### config.mk
export PLATFORM = sky130hd
export DESIGN_NAME = booth_ctrl_unit
export DESIGN_NICKNAME = d
export VERILOG_FILES = /design/src/rtl/booth_ctrl_unit.sv
export SDC_FILE = /design/constraint.sdc
export NUM_CORES = 1
export LEC_CHECK = 0
export CAP_MARGIN = 20
export CORE_MARGIN = 5
export CORE_UTILIZATION = 50
export DETAILED_ROUTE_END_ITERATION = 7
export GPL_ROUTABILITY_DRIVEN = 0
export PLACE_DENSITY_LB_ADDON = 0.25
export SYNTH_ARGS = -nofsm -noshare
export SYNTH_HDL_FRONTEND = slang
export SYNTH_SLANG_ARGS = --single-unit
export TNS_END_PERCENT = 30
### constraint.sdc
create_clock -name clk -period 4 [get_ports clk]
set_input_delay 0.8 -clock clk [delete_from_list [all_inputs] [get_ports clk]]
set_output_delay 0.8 -clock clk [all_outputs]
set_load 0.02 [all_outputs]
### src/rtl/booth_ctrl_unit.sv
// ---------------------------------------------------------------------------
// booth_ctrl_unit
// Control FSM for a radix-2 Booth multiplier. It sequences an external
// datapath holding A, Q, M and the extra bit Q(-1). One multiply is WIDTH
// iterations. Each iteration has a TEST step, an optional ADD or SUB step,
// and an arithmetic right SHIFT.
//
// Ports
//   clk        : single clock, rising edge
//   reset      : asynchronous, active-low reset
//   start      : begin a multiply (sampled only while idle)
//   q0, q_1    : Q[0] and Q(-1) from the datapath, used to pick the Booth op
//   load_regs  : datapath loads A<=0, Q<=multiplier, M<=multiplicand, Q(-1)<=0
//   add_en     : datapath A <= A + M
//   sub_en     : datapath A <= A - M
//   shift_en   : datapath arithmetic right shift of {A,Q,Q(-1)}
//   busy       : high whenever the FSM is not idle
//   done       : one-cycle pulse, product is valid in the datapath
//   state_dbg  : raw one-hot state {END,SHIFT,SUB,ADD,TEST,LOAD,IDLE}
// ---------------------------------------------------------------------------
module booth_ctrl_unit #(
  parameter int WIDTH = 8
) (
  input  logic       clk,
  input  logic       reset,
  input  logic       start,
  input  logic       q0,
  input  logic       q_1,
  output logic       load_regs,
  output logic       add_en,
  output logic       sub_en,
  output logic       shift_en,
  output logic       busy,
  output logic       done,
  output logic [6:0] state_dbg
);

  localparam int CW = $clog2(WIDTH) + 1;
  localparam logic [CW-1:0] LAST_ITER = CW'(WIDTH - 1);

  typedef enum logic [6:0] {
    S_IDLE  = 7'b0000001,
    S_LOAD  = 7'b0000010,
    S_TEST  = 7'b0000100,
    S_ADD   = 7'b0001000,
    S_SUB   = 7'b0010000,
    S_SHIFT = 7'b0100000,
    S_END   = 7'b1000000
  } state_t;

  state_t        state;
  state_t        state_next;
  logic [CW-1:0] iter_cnt;
  logic [CW-1:0] iter_cnt_next;

  // State and iteration counter registers. Reset leaves only the IDLE bit set.
  always_ff @(posedge clk or negedge reset) begin
    if (!reset) begin
      state    <= S_IDLE;
      iter_cnt <= '0;
    end else begin
      state    <= state_next;
      iter_cnt <= iter_cnt_next;
    end
  end

  // Next-state and counter logic. The counter holds its value unless this is
  // LOAD (clear) or SHIFT (increment). The compare in SHIFT uses the count
  // before the increment. Any state vector that is not one-hot falls into
  // the default arm, which goes back to IDLE and clears the counter.
  always_comb begin
    state_next    = state;
    iter_cnt_next = iter_cnt;
    unique case (state)
      S_IDLE: begin
        if (start) state_next = S_LOAD;
      end
      S_LOAD: begin
        iter_cnt_next = '0;
        state_next    = S_TEST;
      end
      S_TEST: begin
        case ({q0, q_1})
          2'b01:   state_next = S_ADD;
          2'b10:   state_next = S_SUB;
          default: state_next = S_SHIFT;
        endcase
      end
      S_ADD:  state_next = S_SHIFT;
      S_SUB:  state_next = S_SHIFT;
      S_SHIFT: begin
        iter_cnt_next = iter_cnt + 1'b1;
        state_next    = (iter_cnt == LAST_ITER) ? S_END : S_TEST;
      end
      S_END:  state_next = S_IDLE;
      default: begin
        state_next    = S_IDLE;
        iter_cnt_next = '0;
      end
    endcase
  end

  // Moore outputs are taken straight from the state bits. A corrupted
  // vector is therefore decoded as-is for the one cycle it exists.
  assign state_dbg = state;
  assign load_regs = state[1];
  assign add_en    = state[3];
  assign sub_en    = state[4];
  assign shift_en  = state[5];
  assign done      = state[6];
  assign busy      = ~state[0];

endmodule

==> flow_summary.yaml, run 1 <==
outcome:
  run_status: "complete, no violations"
place:
  dp_slack_ns: 1.872
  hpwl_um: 1020
  place_area_sq_um: 842.1
  portBuffers: 17
  post-place-cells: 98
setup_path:
  cp_top_family: "flip-flops"
  cp_slowest_cell: "dfstp_2"
  worstSetupPathType: "reg2out"
  critPathMaxFanout: 12
  crit_chain: "clkdlybuf4s50_1"
  cp.required_ns: 3.20
  critPathMaxStageDelay_ns: 0.65
  arrival_ns: 1.56
  crit_buf_inv: 1
  worstSetupStartpointType: "flop"
  crit_path_end_kind: "output pin"
synthesis:
  yosys_warnings: 0
  synth_edf_count: 0
  yosysTopAreaCell: "dfrtp_1"
  yosys.area.top_type_share_pct: 34.01
  synth.distinct_cells: 35
  synth.net_count: 84
  syn-cell-area_sq_um: 735.7
  syn_inst: 76
  ys_seq_area_share_pct: 37.59
  synth_area_leaders: "dfrtp_1, buf_4, ha_1"
  synth-seq-cells: 11
  syn_avg_cell_area_sq_um: 9.680
  async_reset_ff_share_pct: 100.0
  synth_ff_type: "dfrtp_1"
timing:
  worst_clock_skew_ns: 0.001285
  fmax_mhz: 423.6
  rsz0062_at_grt: "no"
  fin_crit_ns: 2.361
  max-slew-margin-rel_pct: 64.97
  setup_slack_ns: 1.639
  drv_slew: 0
  hold_viol: 0
  fin_crit_sh_pct: 59.01
  finalSetupTns_ns: 0
  hold_ws_ns: 0.5396
  finalSetupViolCount: 0
  worstMarginPinSlew_ns: 0.5238
power_and_ir_drop:
  p_leak_nw: 0.3827
  ir_worst_vdd_mv: 0.2360
  power_density_nw_per_um2: 520.1
  power.total_uw: 451.6
global_route:
  grt_usage_pct: 12.46
  grt_first_pass_wirelength_um: 2380
  grt_pass1_vias: 510
  grt_max_degree: 15
  overflow: 0
  antenna_found_initial: 0
clock_tree:
  cts_hold_buf: 0
  cts_htree_levels: 1
  cts_max_path_buffers: 2
  root_buffer: "clkbuf_4"
  clk_latency_ns: 0.27
  post_cts_buffers: 0
  cts.sinks: 11
  cts_tree: "built"
  cts_resized: 0
  clk_pin_slew_ns: 0.07
  numCtsBuffers: 3
layout:
  nets: 96
  mostFrequentLayoutCell: "clkdlybuf4s50_1"
  postLayoutCoreUtil_pct: 64.32
  num_antenna_cells: 0
  drive_above_1_share_pct: 10.34
  instances_no_fill: 102
  stdcell_area_sq_um: 868.3
  syn_to_final_growth_pct: 18.03
  layout_common_cells: "clkdlybuf4s50_1, dfrtp_1, nor2_1"
floorplanning:
  placementRows: 13
  pin_count: 18
  die-height_um: 48.36
  die-area_sq_um: 2339
  core-area_sq_um: 1350
  fp.dieW_um: 48.36
  initial_utilization_pct: 54.49
detailed_routing:
  wire_per_inst_um: 14.01
  first_pass_iters: 5
  vias: 577
  routed_via_density: 5.657
  antenna_left: 0
  drc_errors: 0
  drtIter0Drc: 16
  finalWirelength_um: 1429
worst_hold_path:
  holdCritPathClass: "reg2reg"
flow_run:
  maxCapViolCount: 0
per-layer routing:
metal | global-route usage, % | vias up | part of all wire, %
met4 | 2.765 | 0 | 0
met5 | 0 | - | 0
li1 | - | 288 | -
met3 | 6.422 | 0 | 7.6
met2 | 17.39 | 21 | 43
met1 | 16.89 | 268 | 50
synth_stat cells (all sizes together) (3+ instances only):
master and n:
dfrtp 10, buf 8, nor2 6, inv 5
nor3 5, o21ai 4, ha 3, nor3b 3
worst paths after layout:
| check | cells past startpoint | from | slack [ns] | endpoint |
|---|---|---|---|---|
| hold reg to reg | 1 | iter_cnt[3] | 0.54 | iter_cnt[3] |
| hold / removal | 1 | iter_cnt[3] | 0.54 | iter_cnt[3] |
| setup reg to reg | 4 | state_dbg[0] | 2.40 | iter_cnt[0] |
| max in group asynchronous | 1 | reset | 2.76 | state_dbg[0] |
| setup / recovery | 1 | state_dbg[0] | 1.64 | state_dbg[0] |
| min in group asynchronous | 1 | reset | 0.88 | state_dbg[2] |
state kept, by name (all words and copies together) (netlist names):
register and count:
iter_cnt 4, state_dbg 7
where the power goes:
group / internal [mW] / switching [mW]
clock: 0.0386 / 0.0360
sequential: 0.131 / 0.0412
combinational: 0.107 / 0.0984
total: 0.276 / 0.176
cell families (layout without fill, tap and decap cells):
family / count (synthesis) / in the layout / share of synthesized area, %
AOI/OAI and AO/OA: 15 / 15 / 14.80
xor gates and xnor gates: 2 / 2 / 2.381
adders and majority gates: 3 / 3 / 5.103
buffers and inverters: 15 / 26 / 13.77
DFF: 11 / 11 / 37.59
muxes: 1 / 1 / 1.531
and+or+nand+nor: 29 / 29 / 24.83
area by class of cell:
cell class / count / area, sq um
Tap cell: 15 / 18.77
Fill cell: 123 / 481.7
Inverter: 5 / 18.77
Sequential cell: 11 / 276.5
Timing Repair Buffer: 17 / 170.2
Multi-Input combinational cell: 50 / 357.8
Clock buffer: 4 / 26.28
Note: power is estimated with default switching activity, not from simulation.
==> run 2, diff against run 1 <==
- CORE_UTILIZATION: 50 -> 47
- clock period: 4 -> 2.4 ns (I/O delays scaled with it)
==> flow_summary.yaml, run 2 (same netlist as run 1, synthesis figures left out) <==
outcome:
  run_status: "complete, no violations"
timing:
  fin_crit_ns: 2.038
  rsz0062_at_grt: "no"
  finalSetupTns_ns: 0
  fin_crit_sh_pct: 84.91
  max-slew-margin-rel_pct: 66.54
  hold_ws_ns: 0.5281
  worst_clock_skew_ns: 0.008947
  hold_viol: 0
  fmax_mhz: 490.7
  worstMarginPinSlew_ns: 0.5004
  finalSetupViolCount: 0
  drv_slew: 0
clock_tree:
  cts_htree_levels: 1
  cts.sinks: 11
  post_cts_buffers: 0
  numCtsBuffers: 3
  cts_hold_buf: 0
  clk_pin_slew_ns: 0.07
  cts_tree: "built"
  root_buffer: "clkbuf_4"
  cts_resized: 0
  cts_max_path_buffers: 2
  clk_latency_ns: 0.26
layout:
  num_antenna_cells: 0
  fillers: 144
  stdcell_area_sq_um: 869.6
  drive_above_1_share_pct: 10.34
  mostFrequentLayoutCell: "clkdlybuf4s50_1"
  largest_reg_flops: 7
  nets: 96
  syn_to_final_growth_pct: 18.20
  layout_common_cells: "clkdlybuf4s50_1, dfrtp_1, nor2_1"
  instances_no_fill: 103
floorplanning:
  core-area_sq_um: 1489
  fp.dieW_um: 49.57
  die-area_sq_um: 2457
  placementRows: 14
  initial_utilization_pct: 49.41
  pin_count: 18
  die-height_um: 49.57
setup_path:
  crit_buf_inv: 1
  cp.required_ns: 1.92
  worstSetupPathType: "reg2out"
  worstSetupStartpointType: "flop"
  crit_path_end_kind: "output pin"
  critPathMaxStageDelay_ns: 0.65
  crit_chain: "clkdlybuf4s50_1"
  cp_slowest_cell: "dfstp_2"
  cp_top_family: "flip-flops"
  arrival_ns: 1.56
  critPathMaxFanout: 12
global_route:
  antenna_found_initial: 0
  grt_usage_pct: 12.71
  grt_first_pass_wirelength_um: 2546
  grt_max_degree: 15
  overflow: 0
  grt_pass1_vias: 562
power_and_ir_drop:
  ir_worst_vdd_mv: 0.4605
  power.total_uw: 760.5
  power_density_nw_per_um2: 874.5
  p_leak_nw: 0.3827
detailed_routing:
  drtIter0Drc: 7
  vias: 575
  routed_via_density: 5.583
  drc_errors: 0
  first_pass_iters: 4
  finalWirelength_um: 1448
  antenna_left: 0
  wire_per_inst_um: 14.06
place:
  hpwl_um: 1071
  post-place-cells: 99
  portBuffers: 17
  place_area_sq_um: 843.3
worst_hold_path:
  holdCritPathClass: "reg2reg"
flow_run:
  maxCapViolCount: 0
-- run 2: layer usage --
layer	part of all wire, %	track usage [%]	vias up
met1	45	16.91	272
li1	-	-	291
met4	0.62	1.310	0
met2	49	20.97	10
met5	0	0	-
met3	5.0	3.614	2
-- run 2: where the power goes --
group / switching [mW] / total (mW) / internal (mW) / leakage [nW]
combinational: 0.174 / 0.352 / 0.179 / 0.219
clock: 0.0577 / 0.122 / 0.0641 / 0.0150
sequential: 0.0686 / 0.286 / 0.218 / 0.149
total: 0.300 / 0.760 / 0.460 / 0.383
-- run 2: path summary, 6_finish.rpt --
kind	start	endpoint	slack [ns]	depth (start not counted)
max reg2reg	state_dbg[1]	iter_cnt[2]	0.78	4
max in group asynchronous	reset	state_dbg[0]	1.50	1
min	iter_cnt[3]	iter_cnt[3]	0.53	1
min reg2reg	iter_cnt[3]	iter_cnt[3]	0.53	1
min in group asynchronous	reset	state_dbg[5]	0.55	1
max	state_dbg[0]	state_dbg[0]	0.36	1
-- run 2: stage by stage --
stage          worst slack [ns]  util (%)
4_1_cts                  0.3428     58.40
6_report                 0.3622     58.40
5_1_grt                  0.2946     58.40
2_1_floorplan            0.8544         -
3_3_place_gp             0.6400     56.64
3_5_place_dp             0.5780     56.64
-- run 2: layout make-up --
cell class              instances  area, sq um  area share [%]
flip-flops and latches         11        276.5           31.80
multi-input cells              50        357.8           41.15
repair buffers                 17        170.2           19.57
clock buffers                   4        26.28           3.022
well taps                      16        20.02           2.302
inverters                       5        18.77           2.158
==> run 3, diff against run 2 <==
- clock period: 2.4 -> 2.1 ns (I/O delays scaled with it)
==> flow_summary.yaml, run 3 (same netlist as run 1, synthesis figures left out) <==
outcome:
  run_status: "complete, no violations"
floorplanning:
  core-area_sq_um: 1489
  pin_count: 18
  die-area_sq_um: 2457
  fp.dieW_um: 49.57
  initial_utilization_pct: 49.41
  die-height_um: 49.57
  placementRows: 14
clock_tree:
  cts_hold_buf: 0
  cts_max_path_buffers: 2
  post_cts_buffers: 0
  cts.sinks: 11
  cts_resized: 0
  clk_pin_slew_ns: 0.07
  cts_tree: "built"
  numCtsBuffers: 3
  cts_htree_levels: 1
  clk_latency_ns: 0.27
  root_buffer: "clkbuf_4"
power_and_ir_drop:
  swShare_pct: 39.54
  ir_worst_vdd_mv: 0.4478
  p_comb_share_pct: 46.1
  power_density_nw_per_um2: 1001
  clockPowerShare_pct: 16.2
  pwr-share-seq_pct: 37.7
  p_sw_uw: 344.2
  p_leak_nw: 0.3827
  intPower_uw: 526.3
setup_path:
  cp_top_family: "flip-flops"
  cp_slowest_cell: "dfstp_2"
  critPathMaxStageDelay_ns: 0.66
  crit_chain: "clkdlybuf4s50_1"
  crit_path_end_kind: "output pin"
  arrival_ns: 1.57
  worstSetupStartpointType: "flop"
  worstSetupPathType: "reg2out"
  critPathMaxFanout: 12
  crit_buf_inv: 1
  cp.required_ns: 1.68
detailed_routing:
  antenna_left: 0
  wire_per_inst_um: 14.18
  drtIter0Drc: 11
  finalWirelength_um: 1461
  first_pass_iters: 4
  vias: 583
  routed_via_density: 5.660
  drc_errors: 0
timing:
  hold_viol: 0
  max-slew-margin-rel_pct: 67.42
  setup_slack_ns: 0.1129
  rsz0062_at_grt: "no"
  finalSetupTns_ns: 0
  fin_crit_ns: 1.987
  worst_clock_skew_ns: 0.008550
  hold_ws_ns: 0.4787
  worstMarginPinSlew_ns: 0.4872
  drv_slew: 0
  finalSetupViolCount: 0
  fmax_mhz: 503.2
  fin_crit_sh_pct: 94.62
layout:
  mostFrequentLayoutCell: "clkdlybuf4s50_1"
  num_antenna_cells: 0
  largest_reg_flops: 7
  nets: 96
  syn_to_final_growth_pct: 18.20
  layout_common_cells: "clkdlybuf4s50_1, dfrtp_1, nor2_1"
  postLayoutCoreUtil_pct: 58.40
  drive_above_1_share_pct: 10.34
global_route:
  grt_first_pass_wirelength_um: 2553
  grt.busiest_layer: "met2"
  grt_usage_pct: 12.96
  grt_use_met1_pct: 16.54
  met2_usage_pct: 20.97
  grt_pass1_vias: 554
  met3_usage_pct: 4.518
  antenna_found_initial: 0
  grt_max_degree: 15
  overflow: 0
worst_hold_path:
  holdCritPathClass: "in2async"
flow_run:
  maxCapViolCount: 0
place:
  portBuffers: 17
  hpwl_um: 1062
  dp_slack_ns: 0.3559
-- run 3: path summary, 6_finish.rpt --
path                               from           end  slack (ns)  cells past startpoint
setup / recovery           state_dbg[0]  state_dbg[0]        0.11                      1
hold / removal                    reset  state_dbg[5]        0.48                      1
setup reg to reg           state_dbg[0]   iter_cnt[0]        0.48                      4
hold reg to reg             iter_cnt[3]   iter_cnt[3]        0.52                      1
max in group asynchronous         reset  state_dbg[0]        1.27                      1
min in group clk            iter_cnt[3]   iter_cnt[3]        0.52                      1
-- run 3: per-stage QoR --
stage	instance area, sq um	instances	power, mW
2_1_floorplan	735.7	76	0.6309
3_3_place_gp	843.3	99	0.7234
3_5_place_dp	843.3	99	0.7349
4_1_cts	869.6	103	0.8840
5_1_grt	869.6	103	0.9356
6_report	869.6	103	0.8705
-- run 3: per-layer routing --
layer  routed length (um)  vias up  share of wire (%)
li1                     -      290                  -
met1                  649      277                 44
met2                  707       14                 48
met3                   94        2                6.4
met4                    9        0               0.62
met5                    0        -                  0
-- run 3: power by group through the flow --
stage	Clock (mW)	Combinational, mW	Sequential (mW)
2_1_floorplan	0	0.318	0.313
3_3_place_gp	0	0.393	0.330
3_5_place_dp	0	0.401	0.334
4_1_cts	0.149	0.405	0.330
5_1_grt	0.161	0.432	0.342
6_report	0.141	0.401	0.328
-- run 3: cell type report --
cell class                      count  area (sq um)
Clock buffer                        4         26.28
Inverter                            5         18.77
Sequential cell                    11         276.5
Multi-Input combinational cell     50         357.8
Tap cell                           16         20.02
Timing Repair Buffer               17         170.2
Fill cell                         144         619.3
